### config.mk
export PLATFORM = sky130hd
export DESIGN_NAME = mul_div_unit
export DESIGN_NICKNAME = d
export VERILOG_FILES = /design/src/rtl/mul_div_unit.sv
export SDC_FILE = /design/constraint.sdc
export NUM_CORES = 1
export LEC_CHECK = 0
export ABC_AREA = 1
export BUFFER_PORTS_ARGS = -buffer_cell sky130_fd_sc_hd__buf_2
export CORE_MARGIN = 5
export CORE_UTILIZATION = 56
export DETAILED_ROUTE_END_ITERATION = 8
export GPL_TIMING_DRIVEN = 0
export PLACE_DENSITY = 0.76
export SLEW_MARGIN = 30
export SYNTH_ARGS = -nofsm -noshare
export SYNTH_HDL_FRONTEND = slang
export SYNTH_SLANG_ARGS = --single-unit
### constraint.sdc
create_clock -name CLK -period 2.71 [get_ports CLK]
set_input_delay 0.542 -clock CLK [delete_from_list [all_inputs] [get_ports CLK]]
set_output_delay 0.542 -clock CLK [all_outputs]
set_load 0.005 [all_outputs]
### src/rtl/mul_div_unit.sv
// Iterative unsigned multiply/divide unit with a START/BUSY/DONE handshake.
// Shift-add multiply and restoring divide. Both take WIDTH iterations.
module mul_div_unit #(
    parameter int unsigned WIDTH = 32,
    parameter int unsigned CNTW  = 6
) (
    input  logic             CLK,
    input  logic             RESET,
    input  logic             START,
    input  logic [1:0]       FUNCT,
    input  logic [WIDTH-1:0] DATA1,
    input  logic [WIDTH-1:0] DATA2,
    input  logic [4:0]       DEST,
    output logic             BUSY,
    output logic             DONE,
    output logic [WIDTH-1:0] RESULT,
    output logic [4:0]       WADDR,
    output logic             WEN
);

    typedef enum logic [1:0] {StIdle, StRun, StDone} state_e;

    localparam logic [CNTW-1:0] LastCnt = CNTW'(WIDTH - 1);

    state_e             state_q, state_d;
    logic [WIDTH-1:0]   a_q, a_d;
    logic [WIDTH-1:0]   b_q, b_d;
    logic [1:0]         funct_q, funct_d;
    logic [4:0]         dest_q, dest_d;
    logic [CNTW-1:0]    cnt_q, cnt_d;
    logic [2*WIDTH-1:0] work_q, work_d;
    logic [WIDTH-1:0]   result_q, result_d;
    logic [4:0]         waddr_q, waddr_d;
    logic               busy_q, busy_d;
    logic               done_q, done_d;

    logic [WIDTH:0]     mul_sum;
    logic [2*WIDTH-1:0] mul_next;
    logic [WIDTH:0]     rem_shift;
    logic [WIDTH+1:0]   div_diff;
    logic               div_ok;
    logic [2*WIDTH-1:0] div_next;
    logic [2*WIDTH-1:0] iter_next;

    // Multiply: product accumulates in the upper half while the multiplier shifts out of b_q.
    // Divide: the dividend shifts out of a_q into the partial remainder in the upper half,
    // and quotient bits enter the lower half.
    always_comb begin
        mul_sum   = {1'b0, work_q[2*WIDTH-1:WIDTH]} + (b_q[0] ? {1'b0, a_q} : '0);
        mul_next  = {mul_sum, work_q[WIDTH-1:1]};
        rem_shift = {work_q[2*WIDTH-1:WIDTH], a_q[WIDTH-1]};
        div_diff  = {1'b0, rem_shift} - {2'b00, b_q};
        div_ok    = ~div_diff[WIDTH+1];
        div_next  = {(div_ok ? div_diff[WIDTH-1:0] : rem_shift[WIDTH-1:0]),
                     work_q[WIDTH-2:0], div_ok};
        iter_next = funct_q[1] ? div_next : mul_next;
    end

    always_comb begin
        state_d  = state_q;
        a_d      = a_q;
        b_d      = b_q;
        funct_d  = funct_q;
        dest_d   = dest_q;
        cnt_d    = cnt_q;
        work_d   = work_q;
        result_d = result_q;
        waddr_d  = waddr_q;

        unique case (state_q)
            StIdle, StDone: begin
                state_d = StIdle;
                if (START) begin
                    a_d     = DATA1;
                    b_d     = DATA2;
                    funct_d = FUNCT;
                    dest_d  = DEST;
                    cnt_d   = '0;
                    work_d  = '0;
                    state_d = StRun;
                end
            end
            StRun: begin
                work_d = iter_next;
                cnt_d  = cnt_q + CNTW'(1);
                if (funct_q[1]) begin
                    a_d = a_q << 1;
                end else begin
                    b_d = b_q >> 1;
                end
                if (cnt_q == LastCnt) begin
                    state_d  = StDone;
                    result_d = funct_q[0] ? iter_next[2*WIDTH-1:WIDTH] : iter_next[WIDTH-1:0];
                    waddr_d  = dest_q;
                end
            end
            default: state_d = StIdle;
        endcase

        busy_d = (state_d == StRun);
        done_d = (state_d == StDone);
    end

    always_ff @(posedge CLK) begin
        if (!RESET) begin
            state_q  <= StIdle;
            a_q      <= '0;
            b_q      <= '0;
            funct_q  <= '0;
            dest_q   <= '0;
            cnt_q    <= '0;
            work_q   <= '0;
            result_q <= '0;
            waddr_q  <= '0;
            busy_q   <= 1'b0;
            done_q   <= 1'b0;
        end else begin
            state_q  <= state_d;
            a_q      <= a_d;
            b_q      <= b_d;
            funct_q  <= funct_d;
            dest_q   <= dest_d;
            cnt_q    <= cnt_d;
            work_q   <= work_d;
            result_q <= result_d;
            waddr_q  <= waddr_d;
            busy_q   <= busy_d;
            done_q   <= done_d;
        end
    end

    assign BUSY   = busy_q;
    assign DONE   = done_q;
    assign WEN    = done_q;
    assign RESULT = result_q;
    assign WADDR  = waddr_q;

endmodule

; Yosys cells after proc, flatten, opt, wreduce, memory -nomap -nowiden
; Index checks and enable logic that the tools add are counted.
[classes]
addsub = 3
n_mul = 0
div = 0
magnitude_cmp = 0
n_eq_ne = 8
shifts = 0
muxes = 17
bitwise_logic = 1
n_reduce_logical = 8
[ops]
columns = op, count
row1 = $mux W32, 7
row2 = $mux W64, 2
row3 = $pmux W32 S2, 2
row4 = $pmux W64 S2, 1
row5 = $sub A33 B32 Y34, 1
row6 = $add A32 B32 Y33, 1
row7 = $pmux W6 S2, 1
row8 = $add A6 B1 Y6 const B, 1
row9 = $eq A6 B5 Y1 const B, 1
row10 = $mux W6, 1
row11 = $ne A2 B2 Y1 const B, 3
row12 = $reduce_and A2 Y1, 3
row13 = $reduce_and A3 Y1, 2
row14 = $eq A2 B1 Y1 const B, 2
row15 = $eq A2 B2 Y1 const B, 2
row16 = $pmux W2 S2, 1
row17 = $logic_not A2 Y1, 1
row18 = $mux W2, 1
row19 = $reduce_bool A2 Y1, 1
row20 = $reduce_or A2 Y1, 1
row21 = $mux W1, 1
row22 = $not A1 Y1, 1
[word_totals]
ff_bits = 182
latch_bits = 0
ramBits = 0
mem_bits_ro = 0
input_bits = 74
word_cells = 48
mem_count = 0

; Depth between registers and ports, before layout
[logic_depth]
ltp_word = 4
ltp_mapped = 18
ltp_nobuf = 18

; Worst setup path after synthesis
; OpenSTA, ideal clock, no wires.
[synth_timing]
kind = reg-to-reg
start = reg b_q[0]
end = reg result_q[28], in the netlist RESULT[28]
arrival_ps = 2267
path_slack_ps = 373
stages_incl_launch_ff = 16
path_buffers = 1
cell_sequence = dfxtp_1 > clkbuf_1 > nand2_1 > inv_1 > ha_1 > a21oi_1 > nand2_1 > a21oi_1 > o21ai_0 > nand2_1 > nand2_1 > nand2_1 > nand3_1 > nand3_1 > nand2_1 > a21oi_1
[synth_via]
elab_chain_cells = 4
[synth_lines]
columns = item, line
row1 = from (decl), 27  ; logic [WIDTH-1:0] b_q, b_d;
row2 = from (signal assigned), 108  ; b_q <= '0;
row3 = from (signal assigned), 120  ; b_q <= b_d;
row4 = $sub A33 B32 Y34 or $mux W32 (tied branches), "52, 49"
row5 = $mux W32 or $add A32 B32 Y33 (tied branches), "54, 49"
row6 = $mux W64 *, 56  ; iter_next = funct_q[1] ? div_next : mul_next;
row7 = $mux W32 *, 93  ; result_d = funct_q[0] ? iter_next[2*WIDTH-1:WIDTH] : iter_next[WIDTH-1:0];
row8 = to (signal assigned), 125  ; result_q <= result_d;
row9 = to (decl), 32  ; logic [WIDTH-1:0] result_q, result_d;
; Every way passes the cells marked *; elsewhere a longest branch is shown, timed or not.
; A chain may end at the register's enable or synchronous reset.

; Worst setup path after layout
[layout_timing]
start = reg funct_q[1]
end = reg b_q[0]
[layout_via]
elab_chain_cells = 2
[layout_lines]
columns = item, line
row1 = from (decl), 28  ; logic [1:0] funct_q, funct_d;
row2 = from (signal assigned), 121  ; funct_q <= funct_d;
row3 = $ne A2 B2 Y1 (no line), -
row4 = $reduce_and A3 Y1 (no line), -
; Every way passes these cells.

==> run_results.csv <==
group,metric,value,unit
run_status,status,"completed",
global_route,gr-max-usage-layer,"met2",
power_and_ir_drop,power.density,485.0,mW/mm^2
timing,final_max_slew_viol_count,0,
synthesis,netlist_instances,2252,
synthesis,avgSynthCellArea,5.995,sq um
power_and_ir_drop,power_leakage,7.266,nW
global_route,grt_first_pass_wirelength,75.62,mm
run,maxCapViolCount,0,
timing,setup_violations,0,
layout,final_common_cell,"nand2_1",
die,row_count,56,
layout,n_antenna_cell,0,
timing,fin_crit,2676,ps
clocking,cts_buffer_depth,2,
synthesis,async_reset_ff_share,0,%
timing,hold_violations,0,
layout,instances_no_fill,2728,
timing,max_clock_freq,373.7,MHz
setup_path,crit_slowest_cell,"clkbuf_1",
setup_path,cp_slowest_stage_delay,470,ps
die,dieArea,0.02732,sq mm
power_and_ir_drop,vdd_drop_max,0.4457,mV
die,die_w,165.3,um
hold_path,hold_class,"in -> reg",
route,vias,15560,
route,ant_nets,0,
synthesis,synthesis.nets,2394,
die,core_area,0.02361,sq mm
route,drt_wl_total,49.48,mm
die,start_util,57.18,%
clocking,tritoncts,"yes",
clocking,cts_buffers,17,
place,dp_hpwl,39.42,mm
global_route,first_global_vias,14040,
layout,final_layout_size_suffix_gt1_share,15.77,%
setup_path,path_class,"reg -> reg",
timing,tightest_slew,930.9,ps
global_route,grtUsageMet2,56.57,%
synthesis,synth_top_area_cell,"dfxtp_1",
clocking,numClockSinks,182,
place,gp_congestion,1.007,
clocking,cts_root_buf,"clkbuf_16",
layout,final_cell_mix,"nand2_1, inv_1, dfxtp_1, a21oi_1, nor2_1",
setup_path,worstPathArrival,3000,ps
timing,grt_setup_unrepaired,"true",
route,dr.pass1.iters,6,
setup_path,end_kind,"flop",
setup_path,critPathLaunchType,"flop",
timing,fin_crit_sh,98.74,%
global_route,overflow,0,
synthesis,seq_area_frac_synth,26.99,%
synthesis,ys.flop_type,"dfxtp_1",
synthesis,syn-cell-area,0.01350,sq mm
setup_path,critPathRequiredTime,3030,ps
route,drtIter0Drc,1723,
power_and_ir_drop,power,0.007702,W
clocking,clkLatencyLatePin,460,ps
clocking,cts_hold_buf,0,
layout,fin_nets,2538,
synthesis,synth_cell_types,47,
timing,finClkSkew,18.18,ps
setup_path,crit_path_cell_trace,"clkbuf_1, inv_1, a21oi_1, clkinv_1, clkbuf_1, o21ai_0, a31oi_1",
layout,syn_to_final_growth,17.61,%
global_route,antenna_found_initial,1,
route,route.detailed.drc,0,
setup_path,cp_common_cell,"clkbuf_1",
synthesis,synthTopCellsByArea,"dfxtp_1, nand2_1, inv_1, a21oi_1, ha_1",
clocking,cts_max_level,4,
route,viasPerCell,5.705,
setup_path,worst-path-buf-inv,4,
global_route,grt_start_max_net_pins,25,
clocking,clkTransAtPathRegs,90,ps
global_route,grt_use_total,35.62,%
synthesis,synth_edf_count,0,
die,die_height,165.3,um
synthesis,synth_top_area_share,26.99,%
timing,relSlewSlack,37.94,%
die,io_pins,114,
route,post_drt_wl_per_cell,18.14,um
global_route,use_met3,5.535,%
global_route,grt_use_met1,48.98,%
setup_path,cp_max_fo,10,
setup_path,path_delay_family,"buffers and inverters",
synthesis,yosys_warnings,0,
place,numPortBuffers,113,
place,dp.cells,2684,
layout,post-route-util,67.25,%
synthesis,synth_seq_cells,182,
## registers in the layout, summed over array words and instances, names as in the netlist
signal,flops
a_q,32
RESULT,32
funct_q,2
DONE,1
cnt_q,6
dest_q,5
b_q,32
BUSY,1
work_q,64
WADDR,5
state_q,2
## stage by stage
| stage | area [sq um] | hold WS (ps) | setup TNS (ps) | worst slack [ps] |
|---|---|---|---|---|
| after floorplan | 13500 | 438.3 | 0 | 373.3 |
| after global placement | 14470 | 448.2 | -12680 | -619.8 |
| after detailed placement | 14470 | 452.2 | -14700 | -662.4 |
| after CTS | 15270 | 327.8 | -49.93 | -49.93 |
| after global routing | 15880 | 348.4 | -240.4 | -58.92 |
| final | 15880 | 335.4 | 0 | 34.21 |
## report_power, final
group,leakage [nW],internal (W),switching (W),total (W)
Sequential,1.49,0.00280,0.000122,0.00293
Clock,0.317,0.00133,0.00148,0.00282
Combinational,5.46,0.000615,0.00135,0.00196
## layer usage
metal	up-vias	part of all wire, %
li1	7548	-
met1	7067	42
met2	830	44
met3	119	10
met4	0	3.9
met5	-	0
## logic make-up after synthesis
family	after synthesis	share of synthesized area [%]
AND/OR/NAND/NOR	1211	38.26
buffers and inverters	378	11.60
flip-flops	182	26.99
adder cells (fa/ha/maj)	68	6.413
AO/OA/AOI/OAI	403	16.09
XOR/XNOR	10	0.6487
## area by class of cell
cell class | count | area (sq um)
Multi-Input combinational cell | 1692 | 8889
Clock buffer | 17 | 425.4
Fill cell | 2233 | 7734
Clock inverter | 15 | 229.0
Tap cell | 319 | 399.1
Timing Repair Buffer | 125 | 680.7
Buffer | 100 | 544.3
Inverter | 278 | 1046
Sequential cell | 182 | 3666
## cells in the mapped netlist (3+ instances only)
library cell,count
a21oi_1,169
ha_1,66
xor2_1,3
nand3b_1,22
nor3_1,20
nand2_1,801
a31oi_1,67
inv_1,270
xnor2_1,7
nand4_1,22
nor4_1,3
dfxtp_1,182
nand3_2,22
a211oi_1,3
nor2_1,159
a221oi_1,3
buf_1,4
clkbuf_1,67
nor2_2,3
o21ai_1,6
buf_2,13
a21oi_2,6
or2_2,3
nand3_1,129
o21bai_1,5
and2_1,8
o21ai_0,137
buf_4,3
a21o_1,3
inv_2,6
nand2_2,9
buf_6,7
## worst min-delay path: cells and delay by family
kind                   cells  cell delay (ps)
buffers and inverters      1               90
and+or+nand+nor            1               60
AOI/OAI and AO/OA          1               60
## path summary, 6_finish.rpt
check / endpoint / startpoint / cells after the start / slack [ps]
worst max-delay path: b_q[0] / funct_q[1] / 7 / 30
worst min-delay path: a_q[0] / DATA1[0] / 3 / 340
worst min register to register: work_q[29] / work_q[29] / 2 / 460
worst max register to register: b_q[0] / funct_q[1] / 7 / 30
## what timing repair did
item | in CTS | in global routing
pin swaps | 5 | 19
setup buffers | 2 | 10
resized for setup | 40 | 142
endpoints found under the hold margin | 0 | 0
setup endpoints to repair | 50 | 57
(Power assumes the default switching activity.)
